[src/rtl/uart_pkg.sv]
// Shared UART definitions: receiver FSM encoding, oversample default,
// baud select codes shared with the clock handler.
package uart_pkg;

  typedef enum logic [2:0] {
    ST_IDLE   = 3'd0,
    ST_START  = 3'd1,
    ST_DATA   = 3'd2,
    ST_PARITY = 3'd3,
    ST_STOP   = 3'd4
  } uart_state_e;

  localparam int UART_OVERSAMPLE = 16;

  // Baud select codes, identical to the clock handler's select input.
  localparam logic [2:0] BAUD_9600   = 3'd0;
  localparam logic [2:0] BAUD_19200  = 3'd1;
  localparam logic [2:0] BAUD_38400  = 3'd2;
  localparam logic [2:0] BAUD_57600  = 3'd3;
  localparam logic [2:0] BAUD_115200 = 3'd4;

  // Ticks from a detected start edge to the start-bit midpoint sample.
  function automatic int half_bit_ticks(input int os);
    return os / 2;
  endfunction

endpackage

[src/rtl/sync_2ff.sv]
// Generic two-flop synchronizer for asynchronous inputs, with a
// configurable reset value so idle-high lines come out of reset idle.
module sync_2ff #(
  parameter int               WIDTH   = 1,
  parameter logic [WIDTH-1:0] RST_VAL = '0
) (
  input  logic             clk,
  input  logic             rst,
  input  logic [WIDTH-1:0] d,
  output logic [WIDTH-1:0] q
);

  logic [WIDTH-1:0] meta;

  // Two back-to-back flops; only q is safe to use downstream.
  always_ff @(posedge clk) begin
    if (rst) begin
      meta <= RST_VAL;
      q    <= RST_VAL;
    end else begin
      meta <= d;
      q    <= meta;
    end
  end

endmodule

[src/rtl/uart_rx_16x.sv]
// UART receiver on a 16x-baud tick: start/data/[parity]/stop framing,
// LSB first. Define UART_RX_PARITY_EN to add an even-parity bit check.
module uart_rx_16x
  import uart_pkg::*;
#(
  parameter int DATA_BITS  = 8,
  parameter int OVERSAMPLE = UART_OVERSAMPLE
) (
  input  logic                 clk,
  input  logic                 rst,
  input  logic                 clk_16bd,
  input  logic                 rx,
  output logic [DATA_BITS-1:0] data_out,
  output logic                 rx_valid,
  output logic                 frame_err,
  output logic                 parity_err,
  output logic                 busy
);

  localparam int CW = $clog2(OVERSAMPLE);
  localparam int BW = $clog2(DATA_BITS);
  localparam logic [CW-1:0] HALF_M1  = CW'(half_bit_ticks(OVERSAMPLE) - 1);
  localparam logic [CW-1:0] FULL_M1  = CW'(OVERSAMPLE - 1);
  localparam logic [BW-1:0] LAST_BIT = BW'(DATA_BITS - 1);

  logic rx_s;
  logic clk_16bd_q;
  logic tick;

  uart_state_e          state_q, state_d;
  logic [CW-1:0]        cnt_q, cnt_d;
  logic [BW-1:0]        bit_q, bit_d;
  logic [DATA_BITS-1:0] sh_q, sh_d;
  logic [DATA_BITS-1:0] data_q, data_d;
  logic                 vld_q, vld_d;
  logic                 ferr_q, ferr_d;
  logic                 rx_prev_q, rx_prev_d;
  logic                 par_bad;

  sync_2ff #(
    .WIDTH   (1),
    .RST_VAL (1'b1)
  ) u_rx_sync (
    .clk (clk),
    .rst (rst),
    .d   (rx),
    .q   (rx_s)
  );

  // Rising-edge detect on the baud tick input.
  always_ff @(posedge clk) begin
    if (rst) clk_16bd_q <= 1'b0;
    else     clk_16bd_q <= clk_16bd;
  end

  assign tick = clk_16bd & ~clk_16bd_q;

`ifdef UART_RX_PARITY_EN
  logic par_bad_q, par_bad_d;
  logic perr_q, perr_d;
  assign par_bad    = par_bad_q;
  assign parity_err = perr_q;
`else
  assign par_bad    = 1'b0;
  assign parity_err = 1'b0;
`endif

  // Next-state and datapath: nothing moves except on a tick; pulses default low.
  always_comb begin
    state_d   = state_q;
    cnt_d     = cnt_q;
    bit_d     = bit_q;
    sh_d      = sh_q;
    data_d    = data_q;
    vld_d     = 1'b0;
    ferr_d    = 1'b0;
    rx_prev_d = rx_prev_q;
`ifdef UART_RX_PARITY_EN
    par_bad_d = par_bad_q;
    perr_d    = 1'b0;
`endif
    if (tick) begin
      // Line level as last seen on a tick; IDLE needs high-then-low.
      rx_prev_d = rx_s;
      case (state_q)
        ST_IDLE: begin
          if (rx_prev_q && !rx_s) begin
            state_d = ST_START;
            cnt_d   = '0;
          end
        end
        ST_START: begin
          if (cnt_q == HALF_M1) begin
            cnt_d = '0;
            bit_d = '0;
            // Still low at mid start bit: genuine start, else glitch.
            state_d = rx_s ? ST_IDLE : ST_DATA;
          end else begin
            cnt_d = cnt_q + CW'(1);
          end
        end
        ST_DATA: begin
          if (cnt_q == FULL_M1) begin
            cnt_d = '0;
            sh_d  = {rx_s, sh_q[DATA_BITS-1:1]};
            if (bit_q == LAST_BIT) begin
              bit_d = '0;
`ifdef UART_RX_PARITY_EN
              state_d = ST_PARITY;
`else
              state_d = ST_STOP;
`endif
            end else begin
              bit_d = bit_q + BW'(1);
            end
          end else begin
            cnt_d = cnt_q + CW'(1);
          end
        end
`ifdef UART_RX_PARITY_EN
        ST_PARITY: begin
          if (cnt_q == FULL_M1) begin
            cnt_d     = '0;
            par_bad_d = (^sh_q) ^ rx_s;
            state_d   = ST_STOP;
          end else begin
            cnt_d = cnt_q + CW'(1);
          end
        end
`endif
        ST_STOP: begin
          if (cnt_q == FULL_M1) begin
            cnt_d   = '0;
            state_d = ST_IDLE;
            ferr_d  = ~rx_s;
            if (rx_s && !par_bad) begin
              data_d = sh_q;
              vld_d  = 1'b1;
            end
`ifdef UART_RX_PARITY_EN
            perr_d = par_bad_q;
`endif
          end else begin
            cnt_d = cnt_q + CW'(1);
          end
        end
        default: state_d = ST_IDLE;
      endcase
    end
  end

  // State and datapath registers; reset aborts any frame without pulses.
  always_ff @(posedge clk) begin
    if (rst) begin
      state_q   <= ST_IDLE;
      cnt_q     <= '0;
      bit_q     <= '0;
      sh_q      <= '0;
      data_q    <= '0;
      vld_q     <= 1'b0;
      ferr_q    <= 1'b0;
      rx_prev_q <= 1'b1;
`ifdef UART_RX_PARITY_EN
      par_bad_q <= 1'b0;
      perr_q    <= 1'b0;
`endif
    end else begin
      state_q   <= state_d;
      cnt_q     <= cnt_d;
      bit_q     <= bit_d;
      sh_q      <= sh_d;
      data_q    <= data_d;
      vld_q     <= vld_d;
      ferr_q    <= ferr_d;
      rx_prev_q <= rx_prev_d;
`ifdef UART_RX_PARITY_EN
      par_bad_q <= par_bad_d;
      perr_q    <= perr_d;
`endif
    end
  end

  assign data_out  = data_q;
  assign rx_valid  = vld_q;
  assign frame_err = ferr_q;
  assign busy      = (state_q != ST_IDLE);

endmodule

[config.mk]
export PLATFORM = sky130hd
export DESIGN_NAME = uart_rx_16x
export DESIGN_NICKNAME = d
export VERILOG_FILES = /design/src/rtl/uart_pkg.sv /design/src/rtl/sync_2ff.sv /design/src/rtl/uart_rx_16x.sv
export SDC_FILE = /design/constraint.sdc
export NUM_CORES = 1
export LEC_CHECK = 0
export CAP_MARGIN = 0
export CORE_MARGIN = 2
export CORE_UTILIZATION = 39
export CTS_CLUSTER_DIAMETER = 150
export DETAILED_ROUTE_END_ITERATION = 10
export PLACE_DENSITY = 0.7
export SLEW_MARGIN = 20
export SYNTH_ARGS = -nofsm -noshare
export SYNTH_HDL_FRONTEND = slang
export SYNTH_SLANG_ARGS = --single-unit
[constraint.sdc]
create_clock -name clk -period 1.7 [get_ports clk]
set_clock_uncertainty 0.05 [all_clocks]
set_input_delay 0.425 -clock clk [delete_from_list [all_inputs] [get_ports clk]]
set_output_delay 0.425 -clock clk [all_outputs]
set_load 0.01 [all_outputs]
### After elaboration in Yosys (flattened, before gate mapping)

Cells that the tools add are included.
Widths: inputs -> output; s select.

* multiplexer cells: 16
* add/subtract/negate cells: 2
* eq/ne operators: 11
* bitwise logic cells: 6
* reduce and logical (&&, ||, !) cells: 13

Operators with widths (number)
* $mux 3: 8
* $mux 4: 3
* $pmux 3 s4: 1
* $pmux 4 s3: 1
* $ne 2x2->1 const B: 5
* $reduce_and 4->1: 2
* $eq 3x3->1 const B: 2
* $pmux 3 s2: 1
* $reduce_and 3->1: 2
* $reduce_and 6->1: 1
* $reduce_bool 3->1: 2
* $not 1->1: 5
* $add 4x1->4 const B: 1
* $eq 4x3->1 const B: 1
* $eq 4x4->1 const B: 1
* $reduce_or 4->1: 1
* $add 3x1->3 const B: 1
* $eq 3x1->1 const B: 1
* $eq 3x2->1 const B: 1
* $logic_not 3->1: 1
* $mux 2: 1
* $reduce_bool 2->1: 1
* $reduce_or 2->1: 1
* $and 1x1->1: 1
* 3 further kinds: 3

* bits in registers: 32
* output and inout port bits: 12
* bits of input ports: 4

### Depth between registers and ports, before layout

* depth after elaboration: 4
* gate-level depth with buffers: 6

### Modules after synthesis

Synthesis repeated with hierarchy kept, for this count alone.

* cell total of the unflattened synthesis: 144
* area total of the unflattened synthesis: 1402.6 µm²

Modules (own cells, without submodules)
* uart_rx_16x: cells each 140, area each 1350.0 µm², times used 1, seq. area each 600.6 µm²
* sync_2ff: cells each 4, area each 52.6 µm², times used 1, seq. area each 40.0 µm²

### Worst setup path after synthesis

No wires, ideal clock.

* path type: reg-to-reg
* start: register state_q[1]
* end: register data_q[0] (netlist: data_out[0])
* setup slack: -0.089 ns
* path buffers: 2
* arrival: 1.611 ns
* stages on the path, launching flop included: 7
* setup time: 0.128 ns
* path through: dfxtp_1 > buf_6 > or3b_1 > or4_1 > buf_6 > mux2i_1 > nor2_1

* word-level cells in the longest chain between the ends: 2

RTL lines
* from (decl): RTL line uart_rx_16x.sv:30 `uart_state_e state_q, state_d;`
* from (signal assigned): RTL line uart_rx_16x.sv:168 `state_q <= state_d;`
* $eq 3x3->1: RTL line uart_rx_16x.sv:85 `case (state_q)`
* $reduce_and 4->1 (no line)
* to (signal assigned): RTL line uart_rx_16x.sv:172 `data_q <= data_d;`
* to (decl): RTL line uart_rx_16x.sv:34 `logic [DATA_BITS-1:0] data_q, data_d;`

No other way between the ends.
A chain may end at the register's enable or synchronous reset.

### Worst setup path after layout

Ends and elaborated chain as after synthesis.

==> run metrics <==
status finished with violations; failing checks negative setup slack; RSZ-0062 raised after global routing yes; Netlist cell types 40; cells after synthesis ~150; core area roughly 3600 um^2; Comb power frac between 10% and 20%; Root Driver clkbuf_8; IO buf count 14; grt total ovfl 0; Worst Setup End Kind flip-flop; asr flop ratio synth 0%; CP Max Fanout 6; f_max around 580 MHz; Setup WS post-layout -27.9 ps; vias in the first global route 1245; pwr dens ~860 nW/um^2; CTS tree built; Tmin final about 1700 ps; Placed Area around 1800 um^2; top-count cell post-synth dfxtp_1; Initial Util between 40% and 50%; Nets 200; Switching Power 380 uW; Crit-path slowest cell or4_4; Leakage about 0.00086 uW; drt wl/cell 12.9 um; share of the synthesized area in the top cell type between 40% and 50%; n_diodes 0; Seq pwr share 43.7%; gp weighted congestion between 0.8 and 0.9; crit path kind reg2reg; I/O pin cnt 16; CP top delay family simple AND/OR/NAND/NOR gates; fin crit share 102%; max-cap viol count 0; crit path DAT about 1900 ps; Worst path max stage delay around 450 ps; highest ir drop seen on vdd around 0.56 mV; Clock Path Buffers 2; Detailed Route Iter0 Violations 28; area grow syn2layout 38.5%; hpwl dp roughly 2300 um; DRT antenna net count 0; Clock Power Share between 40% and 50%; Total GRT Usage 16.6%; clock latency on the worst-skew pair roughly 290 ps; total power 1750 uW; setup_tns -91.1 ps; Synth Area per Inst 9.51 um^2; Sw Share between 20% and 30%; first-pass GRT wire length about 5400 um; Int Pwr between 1000 and 1500 uW; initial antenna violation count 0; hold buffer count at CTS 0; Yosys reg bits 32; clock sinks 32; critical path cell sequence or3b_4 > or4_4 > buf_6 > mux2i_2 > nor2_1; Clk pin slew, worst setup/hold paths ~60 ps; # DRC 0; FP Rows 22; syn_nets 161; hold slack about 380 ps; Die Y about 65 um; via/cell ratio about 5.0; Required @ worst endpoint 1830 ps; Die X between 60 and 70 um; Worst Setup Start Kind flip-flop; layout cells sized above 1 around 29%; Die ar. about 4300 um^2; Buf/Inv on CP 1; sequential share of the synthesized area 43.8%; pre-CTS setup slack -427 ps; cell accounting for the most synthesized area dfxtp_1; CTS Buf Count 5; top_reg_cell synth dfxtp_1; design area 2030 um^2; final hold viol count 0; endpoints failing setup 8; Mapped Area 1460 um^2; TritonRoute pass-1 iters 4; Post-synth EDFFs 0; final wirelength 3130 um; CTS H-tree depth 2; max-slew violation count 0; top cells by count, synth 32 x dfxtp_1, 26 x nor2_1, 21 x mux2i_1; yosys warns 0; Synth area leaders dfxtp_1 44%, mux2i_1 14%, nor2_1 6.7%; largest net degree at the start of global routing 18; worst min path class reg2reg; routed vias ~1200
state kept, by name, summed over array words and instances, names as in the netlist, 3 cells and up:
name and count:
state_q 3, sh_q 8, data_out 8, cnt_q 4, bit_q 3
power by group through the flow:
stage | clock network (uW) | logic, uW | registers (uW)
finish | 798 | 188 | 766
global route | 841 | 202 | 767
CTS | 812 | 186 | 766
detailed placement | 0 | 171 | 783
global placement | 0 | 167 | 783
floorplan | 0 | 94.0 | 781
cells by family after synthesis:
family                   synth area share, %
AO/OA/AOI/OAI                           9.40
XOR/XNOR                               0.598
adder cells (fa/ha/maj)                 3.25
buffers and inverters                   5.98
flip-flops                              43.8
multiplexers                            14.4
other                                  0.256
AND/OR/NAND/NOR                         22.4
cell usage in the layout (no fill, tap or decap), types with 2 or more instances in the layout:
cell,synthesis,layout
nor3_1,3,2
nor2b_1,2,2
nand3_1,2,2
and3_1,2,2
inv_1,6,6
or3b_4,0,3
clkbuf_8,0,7
o21ai_0,3,3
nor2_1,26,25
ha_1,3,2
a21oi_1,4,4
or2_2,2,2
nand3b_1,2,2
nor3_4,1,2
buf_12,0,2
nand4_1,2,2
buf_6,3,2
clkdlybuf4s50_1,0,11
nand2_1,9,9
nand2b_1,3,3
dfxtp_2,0,4
buf_4,1,24
dfxtp_1,32,27
mux2i_1,21,20
stage by stage:
step | utilization (%) | cells
2_1_floorplan | - | 154
3_3_place_gp | 49.9 | 230
3_5_place_dp | 49.9 | 230
4_1_cts | 55.1 | 242
5_1_grt | 55.8 | 242
6_report | 55.8 | 242
per-layer routing:
metal / wire length (um) / share of wire (%) / GRT usage (%) / vias to the layer above
met5: 0 / 0 / 0 / -
met4: 85 / 2.7 / 9.38 / 0
met3: 150 / 4.8 / 4.62 / 10
met2: 1510 / 48 / 27.9 / 28
met1: 1380 / 44 / 18.9 / 560
li1: - / - / - / 609
final cells by class:
| class | count | area (um^2) |
|---|---|---|
| clock buffers | 7 | 96.3 |
| clock inverters | 1 | 30.0 |
| fillers | 326 | 1610 |
| inverters | 6 | 22.5 |
| multi-input cells | 106 | 790 |
| flip-flops and latches | 32 | 649 |
| well taps | 48 | 60.1 |
| repair buffers | 42 | 379 |
final timing paths:
kind / end / slack (ps) / start / cells after the start
setup / recovery: data_out[0] / -30 / state_q[1] / 5
hold / removal: u_rx_sync.q / 380 / u_rx_sync.meta / 1
setup reg to reg: data_out[0] / -30 / state_q[1] / 5
hold reg to reg: u_rx_sync.q / 380 / u_rx_sync.meta / 1
timing repair:
action,4_1_cts,5_1_grt
buffers inserted,3,0
setup endpoints to repair,22,25
cloned,1,0
hold endpoints to repair,0,0
pin swaps,4,9
resized for setup,15,10
Power figures use the tool's default switching activity.
